$ cat config.mk
export PLATFORM = sky130hd
export DESIGN_NAME = prog_loader
export DESIGN_NICKNAME = d
export VERILOG_FILES = /design/src/rtl/scp_pkg.sv /design/src/rtl/prog_loader.sv
export SDC_FILE = /design/constraint.sdc
export NUM_CORES = 1
export LEC_CHECK = 0
export BUFFER_PORTS_ARGS = -buffer_cell sky130_fd_sc_hd__clkbuf_2
export CORE_ASPECT_RATIO = 0.6
export CORE_MARGIN = 2
export CORE_UTILIZATION = 58
export CTS_BUF_LIST = sky130_fd_sc_hd__clkbuf_16
export CTS_CLUSTER_DIAMETER = 30
export CTS_CLUSTER_SIZE = 10
export DETAILED_ROUTE_END_ITERATION = 6
export PLACE_DENSITY = 0.8
export SLEW_MARGIN = 20
export SYNTH_ARGS = -nofsm -noshare
export SYNTH_HDL_FRONTEND = slang
export SYNTH_SLANG_ARGS = --single-unit
$ cat constraint.sdc
create_clock -name CLK -period 3 [get_ports CLK]
set_clock_uncertainty 0.1 [all_clocks]
set_input_delay 0.45 -clock CLK [delete_from_list [all_inputs] [get_ports CLK]]
set_output_delay 0.45 -clock CLK [all_outputs]
set_load 0.05 [all_outputs]
$ cat src/rtl/scp_pkg.sv
// Shared definitions for the simple computer and its program loader:
// frame header constant, byte/address types and the loader state encoding.
package scp_pkg;

    localparam logic [7:0] HDR = 8'hA5;

    typedef logic [7:0] byte_t;
    typedef logic [7:0] addr_t;

    typedef enum logic [2:0] {
        IDLE     = 3'd0,
        GET_ADDR = 3'd1,
        GET_LEN  = 3'd2,
        GET_DATA = 3'd3,
        W_SETUP  = 3'd4,
        W_STROBE = 3'd5,
        W_HOLD   = 3'd6,
        GET_CSUM = 3'd7
    } loader_state_e;

    // States in which a host byte can be accepted.
    function automatic logic accepts_byte(input loader_state_e s);
        return !(s == W_SETUP || s == W_STROBE || s == W_HOLD);
    endfunction

endpackage

$ cat src/rtl/prog_loader.sv
// Framed byte-stream loader: writes payload bytes into CPU memory through the
// memory-edit port and holds the CPU in reset until a frame checksums good.
module prog_loader
    import scp_pkg::*;
(
    input  logic       CLK,
    input  logic       AR,
    input  logic [7:0] IN_DATA,
    input  logic       IN_VALID,
    output logic       IN_RDY,
    output logic [7:0] MEM_ADDR,
    output logic [7:0] MEM_DATA,
    output logic       MEM_EDIT,
    output logic       CPU_AR,
    output logic       BUSY,
    output logic       DONE,
    output logic       ERR
);

    loader_state_e state_q, state_d;
    addr_t         addr_q, addr_d;
    byte_t         cnt_q, cnt_d;
    byte_t         sum_q, sum_d;
    addr_t         mem_addr_q, mem_addr_d;
    byte_t         mem_data_q, mem_data_d;
    logic          cpu_ar_q, cpu_ar_d;
    logic          done_q, done_d;
    logic          err_q, err_d;
    logic          xfer;

    assign xfer = IN_VALID && accepts_byte(state_q);

    always_ff @(posedge CLK or negedge AR) begin
        if (!AR) begin
            state_q    <= IDLE;
            addr_q     <= '0;
            cnt_q      <= '0;
            sum_q      <= '0;
            mem_addr_q <= '0;
            mem_data_q <= '0;
            cpu_ar_q   <= 1'b0;
            done_q     <= 1'b0;
            err_q      <= 1'b0;
        end else begin
            state_q    <= state_d;
            addr_q     <= addr_d;
            cnt_q      <= cnt_d;
            sum_q      <= sum_d;
            mem_addr_q <= mem_addr_d;
            mem_data_q <= mem_data_d;
            cpu_ar_q   <= cpu_ar_d;
            done_q     <= done_d;
            err_q      <= err_d;
        end
    end

    always_comb begin
        state_d    = state_q;
        addr_d     = addr_q;
        cnt_d      = cnt_q;
        sum_d      = sum_q;
        mem_addr_d = mem_addr_q;
        mem_data_d = mem_data_q;
        cpu_ar_d   = cpu_ar_q;
        done_d     = done_q;
        err_d      = err_q;

        case (state_q)
            IDLE: begin
                // Non-header bytes are swallowed so the link can resync on HDR.
                if (xfer && IN_DATA == HDR) begin
                    state_d  = GET_ADDR;
                    cpu_ar_d = 1'b0;
                    done_d   = 1'b0;
                    err_d    = 1'b0;
                end
            end
            GET_ADDR: begin
                if (xfer) begin
                    addr_d  = IN_DATA;
                    state_d = GET_LEN;
                end
            end
            GET_LEN: begin
                if (xfer) begin
                    cnt_d   = IN_DATA;
                    sum_d   = '0;
                    state_d = (IN_DATA == 8'd0) ? GET_CSUM : GET_DATA;
                end
            end
            GET_DATA: begin
                if (xfer) begin
                    mem_data_d = IN_DATA;
                    mem_addr_d = addr_q;
                    sum_d      = sum_q + IN_DATA;
                    state_d    = W_SETUP;
                end
            end
            W_SETUP:  state_d = W_STROBE;
            W_STROBE: state_d = W_HOLD;
            W_HOLD: begin
                addr_d  = addr_q + 8'd1;
                cnt_d   = cnt_q - 8'd1;
                state_d = (cnt_q == 8'd1) ? GET_CSUM : GET_DATA;
            end
            GET_CSUM: begin
                if (xfer) begin
                    if (IN_DATA == sum_q) begin
                        done_d   = 1'b1;
                        cpu_ar_d = 1'b1;
                    end else begin
                        err_d = 1'b1;
                    end
                    state_d = IDLE;
                end
            end
            default: state_d = IDLE;
        endcase
    end

    // Strobe and busy decode straight from state so reset drops them at once.
    assign IN_RDY   = accepts_byte(state_q);
    assign MEM_EDIT = (state_q == W_STROBE);
    assign BUSY     = (state_q != IDLE);
    assign MEM_ADDR = mem_addr_q;
    assign MEM_DATA = mem_data_q;
    assign CPU_AR   = cpu_ar_q;
    assign DONE     = done_q;
    assign ERR      = err_q;

endmodule

### Word level (Yosys, flattened, before mapping)

Cells that the tools add are included.

| operators by class | value |
|---|---|
| muxes and demuxes | 21 |
| equal/unequal tests | 17 |
| bitwise logic cells | 0 |
| shifts and indexed selects | 0 |
| $mul | 0 |
| $lt $le $gt $ge | 0 |
| reductions and logical operators | 19 |
| div/mod/pow operators | 0 |
| add/sub/neg operators | 3 |

Operators by type and width:

| operator | number |
|---|---|
| case mux 8 bit (2 select lines) | 3 |
| two-way mux 8 bit | 3 |
| case mux 3 bit (8 select lines) | 1 |
| two-way mux 3 bit | 7 |
| != test 2 bit (second input constant) | 7 |
| == test 3 bit (second input constant) | 4 |
| adder 8 x 1 -> 8 bit (second input constant) | 1 |
| adder 8 bit | 1 |
| == test 8 x 1 -> 1 bit (second input constant) | 1 |
| == test 8 bit | 1 |
| == test 8 bit (second input constant) | 1 |
| logical NOT 8 bit | 1 |
| AND reduction 4 bit | 2 |
| nonzero test 2 bit | 4 |
| subtractor 8 x 1 -> 8 bit (second input constant) | 1 |
| == test 3 x 2 -> 1 bit (second input constant) | 2 |
| AND reduction 2 bit | 3 |
| two-way mux 1 bit | 5 |
| AND reduction 5 bit | 1 |
| case mux 1 bit (2 select lines) | 2 |
| == test 3 x 1 -> 1 bit (second input constant) | 1 |
| logical NOT 3 bit | 1 |
| AND reduction 3 bit | 1 |
| nonzero test 3 bit | 1 |
| other kinds (3) | 5 |

| storage, ports and cells | value |
|---|---|
| bits of input ports | 11 |
| flip-flop bits (word level) | 45 |
| output and inout port bits | 22 |
| memory bits (read-only) | 0 |
| memory bits (writable) | 0 |
| bits in latches | 0 |
| memories kept | 0 |
| word-level logic and storage cells | 68 |

### Depth between registers and ports, before layout

Gate-level depths: netlist of run 1.

| depth | value |
|---|---|
| word-level depth | 8 |
| depth in mapped cells | 9 |
| depth with buffers taken out | 7 |

### Worst setup path before layout of run 1

No wires, ideal clock.

| timing | value |
|---|---|
| path type | reg2reg |
| from | register state_q[0] |
| to | register state_q[0] |
| data required time | 2.775 ns |
| arrival | 2.240 ns |
| path slack | 0.535 ns |
| buffers on the path | 1 |
| setup time | 0.125 ns |
| cell stages (with the launch flop) | 9 |
| cells stage by stage | dfrtp_1 inv_1 ha_1 buf_6 o31ai_4 nand2_2 nor3_2 o32a_4 mux2_4 |

| between the ends | value |
|---|---|
| cells in the longest elaborated chain, start to end | 8 |
| elaborated cells on any way between the ends | 20 |

Ends and longest elaborated chain:

| item | line | source |
|---|---|---|
| start: declaration | prog_loader.sv:20 | `loader_state_e state_q, state_d;` |
| start signal: assignment | prog_loader.sv:45 | `state_q <= state_d;` |
| == test 3 bit | -- |  |
| logical OR 1 bit | -- |  |
| logical OR 1 bit * | -- |  |
| logical NOT 1 bit * | -- |  |
| named net IN_RDY | prog_loader.sv:10 | `output logic IN_RDY,` |
| logical AND 1 bit * | prog_loader.sv:31 | `assign xfer = IN_VALID && accepts_byte(state_q);` |
| logical AND 1 bit | prog_loader.sv:71 | `if (xfer && IN_DATA == HDR) begin` |
| != test 2 bit (no source line) | -- |  |
| AND reduction 5 bit (no source line) * | -- |  |

Mark *: on every way through the listed nets, which the timed path passes. The rest lies on a longest branch.
A chain may end at the register's enable or synchronous reset.

### Final worst setup path of run 1

| timing | value |
|---|---|
| from | register state_q[1] |
| to | output port IN_RDY |

| between the ends | value |
|---|---|
| cells in the longest elaborated chain, start to end | 4 |
| elaborated cells on any way between the ends | 6 |

Ends and longest elaborated chain:

| item | line | source |
|---|---|---|
| == test 3 bit | scp_pkg.sv:23 | `return !(s == W_SETUP \|\| s == W_STROBE \|\| s == W_HOLD);` |
| logical OR 1 bit | scp_pkg.sv:23 |  |
| logical OR 1 bit * | scp_pkg.sv:23 |  |
| logical NOT 1 bit * | scp_pkg.sv:23 |  |
| end: declaration | prog_loader.sv:10 |  |

Mark *: on every way between the ends. The rest lies on a longest branch, timed or not.

==> summary.md, run 1 <==
| Metric | Value |
|---|---|
| Final-report hold violation count | `0` |
| Post-synthesis mux area share | `9.08%` |
| CTS tree | `built` |
| EDFF count, synth | `0` |
| Crit path required time | `2450 ps` |
| VDD IR max | `about 730 µV` |
| Main combinational cell family by area after synthesis | `compound AO/OA/AOI/OAI gates` |
| Asr flop ratio synth | `100%` |
| Synthesis Warnings | `0` |
| Die area | `5140 µm²` |
| Die Y | `between 50 and 60 µm` |
| Clock Latency Late Sink | `290 ps` |
| Htree depth | `2` |
| Wire per inst | `17.3 µm` |
| Clock tree buffer depth | `2` |
| Via Count | `roughly 2100` |
| CP Max Fanout | `8` |
| Synth Area in Compound Gates | `19.4%` |
| Cell Chain, Critical Path | `inv_1, ha_1, o31ai_4, clkbuf_2` |
| Post-Synth Simple-Gate Area | `14.9%` |
| Syn_nets | `282` |
| Layout cells sized above 1 | `26.2%` |
| Cell variety after synth | `60` |
| Total GRT Usage | `25.2%` |
| # fillers | `approximately 340` |
| Commonest cells after routing, fill and taps aside | `45 x dfrtp_1, 32 x clkbuf_2, 29 x nand2_1` |
| Initial core utilization | `62.5%` |
| Hold Worst Slack | `approximately 150 ps` |
| Max Cap Viol | `0` |
| Leak | `1.36 nW` |
| Gpl congestion | `0.884` |
| Post-CTS Resized | `0` |
| Dominant synthesized flop cell | `dfrtp_1` |
| Post-DR vias/cell | `6.09` |
| CP endpoint kind | `primary output` |
| Setup crit start kind | `register` |
| Number of global-route vias before repair | `a little under 2000` |
| Die Width | `roughly 91 µm` |
| Area growth syn-to-layout | `13.1%` |
| WP buf/inv | `2` |
| I/O pins | `33` |
| Sequential share of the synthesized area | `42.6%` |
| Drt total wl | `6060 µm` |
| Number of cell rows | `18` |
| Avg Cell Area, Syn | `10.3 µm²` |
| # placed instances | `342` |
| Yosys reg bits | `45` |
| First-pass GRT wire length | `10100 µm` |
| HPWL Detailed | `4200 µm` |
| Setup TNS | `0 ps` |
| FMAX | `0.434 GHz` |
| Clk pin slew, worst setup/hold paths | `70 ps` |
| RSZ-0062 raised after global routing | `false` |
| CTS root buf | `clkbuf_16` |
| GRT Residual Overflow | `0` |
| Largest net degree at the start of global routing | `46` |
| Post-CTS setup buffer count | `0` |
| Max Slew Vio Count | `0` |
| CTS Buf Count | `5` |
| CP arrival | `1750 ps` |
| Final setup vio count | `0` |
| Hold_buf cts | `0` |
| Non-filler cells, final | `350` |
| Final worst-path cycle share | `76.8%` |
| Crit-path max cell delay | `400 ps` |
| Num Clock Sinks | `45` |
| Post-Synth XOR/XNOR Area | `1.65%` |
| Cell area after synthesis | `2650 µm²` |
| CP Class | `register to primary output` |
| Worst setup margin | `696 ps` |
| Most common cell after layout, fill and taps aside | `dfrtp_1` |
| Fin crit period | `between 2000 and 2500 ps` |
| Worst-margin pin slew | `585 ps` |
| Core footprint | `4230 µm²` |
| Drt drc | `0` |
| IO buf count | `32` |
| Synth Instances | `256` |
| Hold WC Path Type | `input pin to async pin` |
| Pwr per Cell Area | `1210 nW/µm²` |
| Crit-path leading delay family | `buffers and inverters` |
| Final nets | `about 320` |
| Initial antenna violation count | `0` |
| DRT iter0 DRCs | `107` |
| Utilization after layout | `70.7%` |
| Status | `finished, final reports clean` |
| ANT cells | `0` |
| Detailed Routing Iterations Pass 1 | `6` |
| Adder-cell area share of the yosys netlist | `7.38%` |
| Pre-CTS WS | `about 530 ps` |
| Rel. slew slack | `60.6%` |
| Remaining antenna violation count | `0` |
| Slowest cell on crit path | `dfrtp_1` |
layer usage:
| layer | vias up | wire, µm | global-route usage (%) |
|---|---|---|---|
| li1 | 1008 | - | - |
| met1 | 1039 | 3000 | 38.4 |
| met2 | 72 | 2560 | 35.8 |
| met3 | 11 | 424 | 6.04 |
| met4 | 0 | 82 | 7.36 |
| met5 | - | 0 | 0 |
final timing paths:
check	from	endpoint	slack (ps)	depth (start not counted)
worst max-delay path	state_q[1]$_DFFE_PN0P_	IN_RDY	700	4
worst min-delay path	AR	MEM_ADDR[7]$_DFFE_PN0P_	150	2
min in group CLK	sum_q[5]$_DFFE_PN0P_	sum_q[5]$_DFFE_PN0P_	400	2
worst max register to register	state_q[1]$_DFFE_PN0P_	state_q[0]$_DFFE_PN0P_	740	7
max in group asynchronous	AR	sum_q[6]$_DFFE_PN0P_	2250	2
worst min register to register	sum_q[5]$_DFFE_PN0P_	sum_q[5]$_DFFE_PN0P_	400	2
registers in the layout (all words and copies together), names as in the netlist:
signal    cells
DONE          1
ERR           1
MEM_ADDR      8
MEM_DATA      8
addr_q        8
cnt_q         8
state_q       3
sum_q         8
power by group:
part	internal (W)	total (W)	leakage [nW]	switching, W
Combinational	0.000687	0.00187	0.749	0.00118
Clock	0.000394	0.000636	0.0800	0.000242
Sequential	0.000890	0.00111	0.535	0.000225
Total	0.00197	0.00362	1.36	0.00165
cell usage after synthesis, drive strengths merged, types with 4 or more instances:
master / number / area share (%)
dfrtp: 45 / 43
nand2: 31 / 4.6
o21ai: 23 / 4.6
mux2: 18 / 7.9
a21oi: 17 / 3.2
ha: 14 / 6.6
nor2: 14 / 2.0
buf: 10 / 3.3
inv: 8 / 1.1
nand3: 5 / 0.95
o22ai: 5 / 1.2
a211oi: 4 / 1.1
layout make-up:
type	count	area, µm²	share of cell area [%]
Multi-Input combinational cell	191	1390	46.3
Sequential cell	45	1130	37.6
Timing Repair Buffer	38	205	6.85
Clock buffer	5	125	4.18
Tap cell	60	75.1	2.51
Clock inverter	3	46.3	1.55
Inverter	8	30.0	1.00
stage by stage:
step	total power [W]	instance area, µm²
2_1_floorplan	0.00258	2650
3_3_place_gp	0.00291	2820
3_5_place_dp	0.00297	2820
4_1_cts	0.00362	2990
5_1_grt	0.00385	2990
6_report	0.00362	2990
logic make-up (layout without fill, tap and decap cells):
kind of cell	count (synthesis)	after routing
adders and majority gates	15	15
muxes	21	21
DFF	45	45
AOI/OAI and AO/OA	75	75
xor gates and xnor gates	5	5
buffers and inverters	20	54
and+or+nand+nor	75	75
(Power assumes the default switching activity.)
==> inputs of run 2 (changes only) <==
ABC_AREA = 1   (was not set)
CORE_UTILIZATION = 53   (was 58)
PLACE_DENSITY = 0.76   (was 0.8)
clock period = 2.1 ns   (was 3 ns; I/O delays follow)
==> run 2 against run 1 <==
Setup slack lost 570 ps. Wire length grew 14%. Clock power grew 25%. Critical path type unchanged. Critical endpoint unchanged. Largest cell class unchanged. Highest routed layer unchanged.
==> summary.md, run 2 <==
| Metric | Value |
|---|---|
| HP Start | `IN_DATA[0]` |
| Crit path required time | `1680 ps (was 2450 ps)` |
| Gpl congestion | `0.879 (was 0.884)` |
| Initial antenna violation count | `0 (unchanged)` |
| Most common cell after layout, fill and taps aside | `nand2_1 (was dfrtp_1)` |
| FF-to-FF Start | `state_q[1]$_DFFE_PN0P_ (unchanged)` |
| CTS tree | `built (unchanged)` |
| Syn_nets | `407 (was 282)` |
| Worst-margin pin slew | `628 ps (was 585 ps)` |
| Pre-CTS WS | `173 ps (was 535 ps)` |
| Multi-input logic area | `1510 µm² (was 1390 µm²)` |
| Dpl cell area | `3080 µm² (was 2820 µm²)` |
| Final setup vio count | `0 (unchanged)` |
| Final worst-path cycle share | `94.2%` |
| Layout cells sized above 1 | `17.1% (was 26.2%)` |
| Htree depth | `2 (unchanged)` |
| ANT cells | `0 (unchanged)` |
| Pwr per Cell Area | `1590 nW/µm² (was 1210 nW/µm²)` |
| Post-synth top area cell | `dfrtp_1 (unchanged)` |
| Clk pin slew, worst setup/hold paths | `70 ps (about the same)` |
| Avg Cell Area, Syn | `7.48 µm² (was 10.3 µm²)` |
| Total Power | `0.00515 W (was 0.00362 W)` |
| CP Class | `register to primary output (unchanged)` |
| DRT iter0 DRCs | `232 (was 107)` |
| Top cells by count, synth | `124 x nand2_1, 45 x dfrtp_1, 41 x inv_1 (was 45 x dfrtp_1, 29 x nand2_1, 21 x o21ai_0)` |
| Max Slew Vio Count | `0 (unchanged)` |
| CP Max Fanout | `4 (was 8)` |
| GRT Residual Overflow | `0 (unchanged)` |
| Area growth syn-to-layout | `13.8% (was 13.1%)` |
| Rel. slew slack | `58.1% (was 60.6%)` |
| Worst Setup SP | `state_q[1]$_DFFE_PN0P_ (unchanged)` |
| Fin crit period | `around 2000 ps` |
| Total GRT Usage | `24.6% (was 25.2%)` |
| Synthesis Warnings | `0 (unchanged)` |
| Detailed Routing Iterations Pass 1 | `5 (was 6)` |
| Post-CTS setup buffer count | `0 (unchanged)` |
| Wire per inst | `14.3 µm (was 17.3 µm)` |
| Sequential share of the synthesized area | `39.5% (was 42.6%)` |
| FMAX | `0.506 GHz` |
| Worst setup margin | `122 ps (was 696 ps)` |
| Cell area after synthesis | `2850 µm² (was 2650 µm²)` |
| CTS Buf Count | `5 (unchanged)` |
| Hold WC Path Type | `input pin to register (was input pin to async pin)` |
| Via Count | `2614 (was 2130)` |
| Core footprint | `5130 µm² (was 4230 µm²)` |
| Num Clock Sinks | `45 (unchanged)` |
| Remaining antenna violation count | `0 (unchanged)` |
| Utilization after layout | `63.3% (was 70.7%)` |
| Die Width | `98.7 µm (was 91.2 µm)` |
| Most common cell in the netlist | `nand2_1 (was dfrtp_1)` |
| IO buf count | `32 (unchanged)` |
| Yosys reg bits | `45 (unchanged)` |
| Die Y | `60.8 µm (was 56.3 µm)` |
| I/O pins | `33 (unchanged)` |
| # fillers | `440 (was 338)` |
| CP arrival | `1560 ps (was 1750 ps)` |
| Drt drc | `0 (unchanged)` |
| Dominant synthesized flop cell | `dfrtp_1 (unchanged)` |
| VDD IR max | `790 µV (was 730 µV)` |
| Status | `finished, final reports clean (unchanged)` |
| Number of global-route vias before repair | `2371 (was 1979)` |
| Drt total wl | `6940 µm (was 6060 µm)` |
| First-pass GRT wire length | `11500 µm (was 10100 µm)` |
| Setup TNS | `0 ps (unchanged)` |
| Synth Instances | `381 (was 256)` |
| Asr flop ratio synth | `100% (unchanged)` |
| Max Cap Viol | `0 (unchanged)` |
| Leak | `1.75 nW (was 1.36 nW)` |
| Die area | `6000 µm² (was 5140 µm²)` |
| Clock tree buffer depth | `2 (unchanged)` |
| Final nets | `445 (was 315)` |
| Area contributors post-synth | `dfrtp_1 39%, nand2_1 16%, nand3_1 6.8% (was dfrtp_1 43%, mux2_2 6.8%, ha_1 6.6%)` |
| RSZ-0062 raised after global routing | `false (unchanged)` |
| Setup crit start kind | `register (unchanged)` |
| Final-report hold violation count | `0 (unchanged)` |
| Design area | `3250 µm² (was 2990 µm²)` |
| Post-DR vias/cell | `5.38 (was 6.09)` |
| CP endpoint kind | `primary output (unchanged)` |
| Cell variety after synth | `34 (was 60)` |
| Seq. cell area | `1130 µm² (unchanged)` |
| Largest net degree at the start of global routing | `32 (was 46)` |
| Initial core utilization | `55.6% (was 62.5%)` |
| Number of cell rows | `20 (was 18)` |
| Clock Latency Late Sink | `290 ps (about the same)` |
| HPWL Detailed | `5400 µm (was 4200 µm)` |
| Commonest cells after routing, fill and taps aside | `122 x nand2_1, 45 x dfrtp_1, 41 x inv_1 (was 45 x dfrtp_1, 32 x clkbuf_2, 29 x nand2_1)` |
| EDFF count, synth | `0 (unchanged)` |
| Synth top area share | `39.5% (was 42.6%)` |
| CTS root buf | `clkbuf_16 (unchanged)` |
-- run 2: worst max-delay path, cell delays in order, from the launching register on --
cell and delay (ps):
dfrtp_1 390, inv_1 80, ha_1 210, nand2_1 160, nand3_4 110, inv_2 90, clkbuf_4 230
-- run 2: cell families (layout without fill, tap and decap cells) --
family                   Yosys count  count (layout)  share of synthesized area, %
AND/OR/NAND/NOR                  225             225                          34.8
buffers and inverters             51              90                          7.77
flip-flops                        45              45                          39.5
AO/OA/AOI/OAI                     39              39                          9.26
adder cells (fa/ha/maj)           15              15                          6.85
XOR/XNOR                           6               6                          1.84
-- run 2: final timing paths --
path,end,slack (ps),depth (start not counted)
setup / recovery,IN_RDY,120,6
hold / removal,MEM_DATA[0]$_DFFE_PN0P_,280,3
setup reg to reg,MEM_DATA[1]$_DFFE_PN0P_,170,10
hold reg to reg,MEM_ADDR[6]$_DFFE_PN0P_,370,2
max in group asynchronous,cnt_q[1]$_DFFE_PN0P_,790,3
min in group asynchronous,MEM_DATA[7]$_DFFE_PN0P_,470,2
-- run 2: report_power, final --
| group | total [W] | switching, W | leakage [nW] | internal [W] |
|---|---|---|---|---|
| sequential | 0.00158 | 0.000315 | 0.566 | 0.00126 |
| clock | 0.000794 | 0.000347 | 0.0704 | 0.000447 |
| combinational | 0.00278 | 0.00195 | 1.11 | 0.000835 |
| total | 0.00515 | 0.00261 | 1.75 | 0.00254 |
-- run 2: cell type report --
class                      count  area share (%)
clock inverter                 3           0.771
sequential                    45            34.7
tap                           66            2.54
timing repair buffer          38            6.48
multi-input combinational    285            46.5
clock buffer                   5            3.86
inverter                      44            5.17
-- run 2: timing repair --
| action | in CTS | in global routing |
|---|---|---|
| hold endpoints to repair | 24 | 0 |
| gates resized for setup | 0 | 4 |
| hold buffers | 1 | 0 |
| endpoints found under the setup margin | 0 | 4 |
-- run 2: per-stage QoR --
step	cells	hold WS, ps
floorplan	381	-80.6
global placement	477	265
detailed placement	477	265
CTS	486	272
global route	486	290
finish	486	276
-- run 2: layer usage --
metal	wire length (µm)	track usage [%]
met4	36	3.91
met3	432	5.30
met2	2830	37.0
met5	0	0
met1	3640	37.6
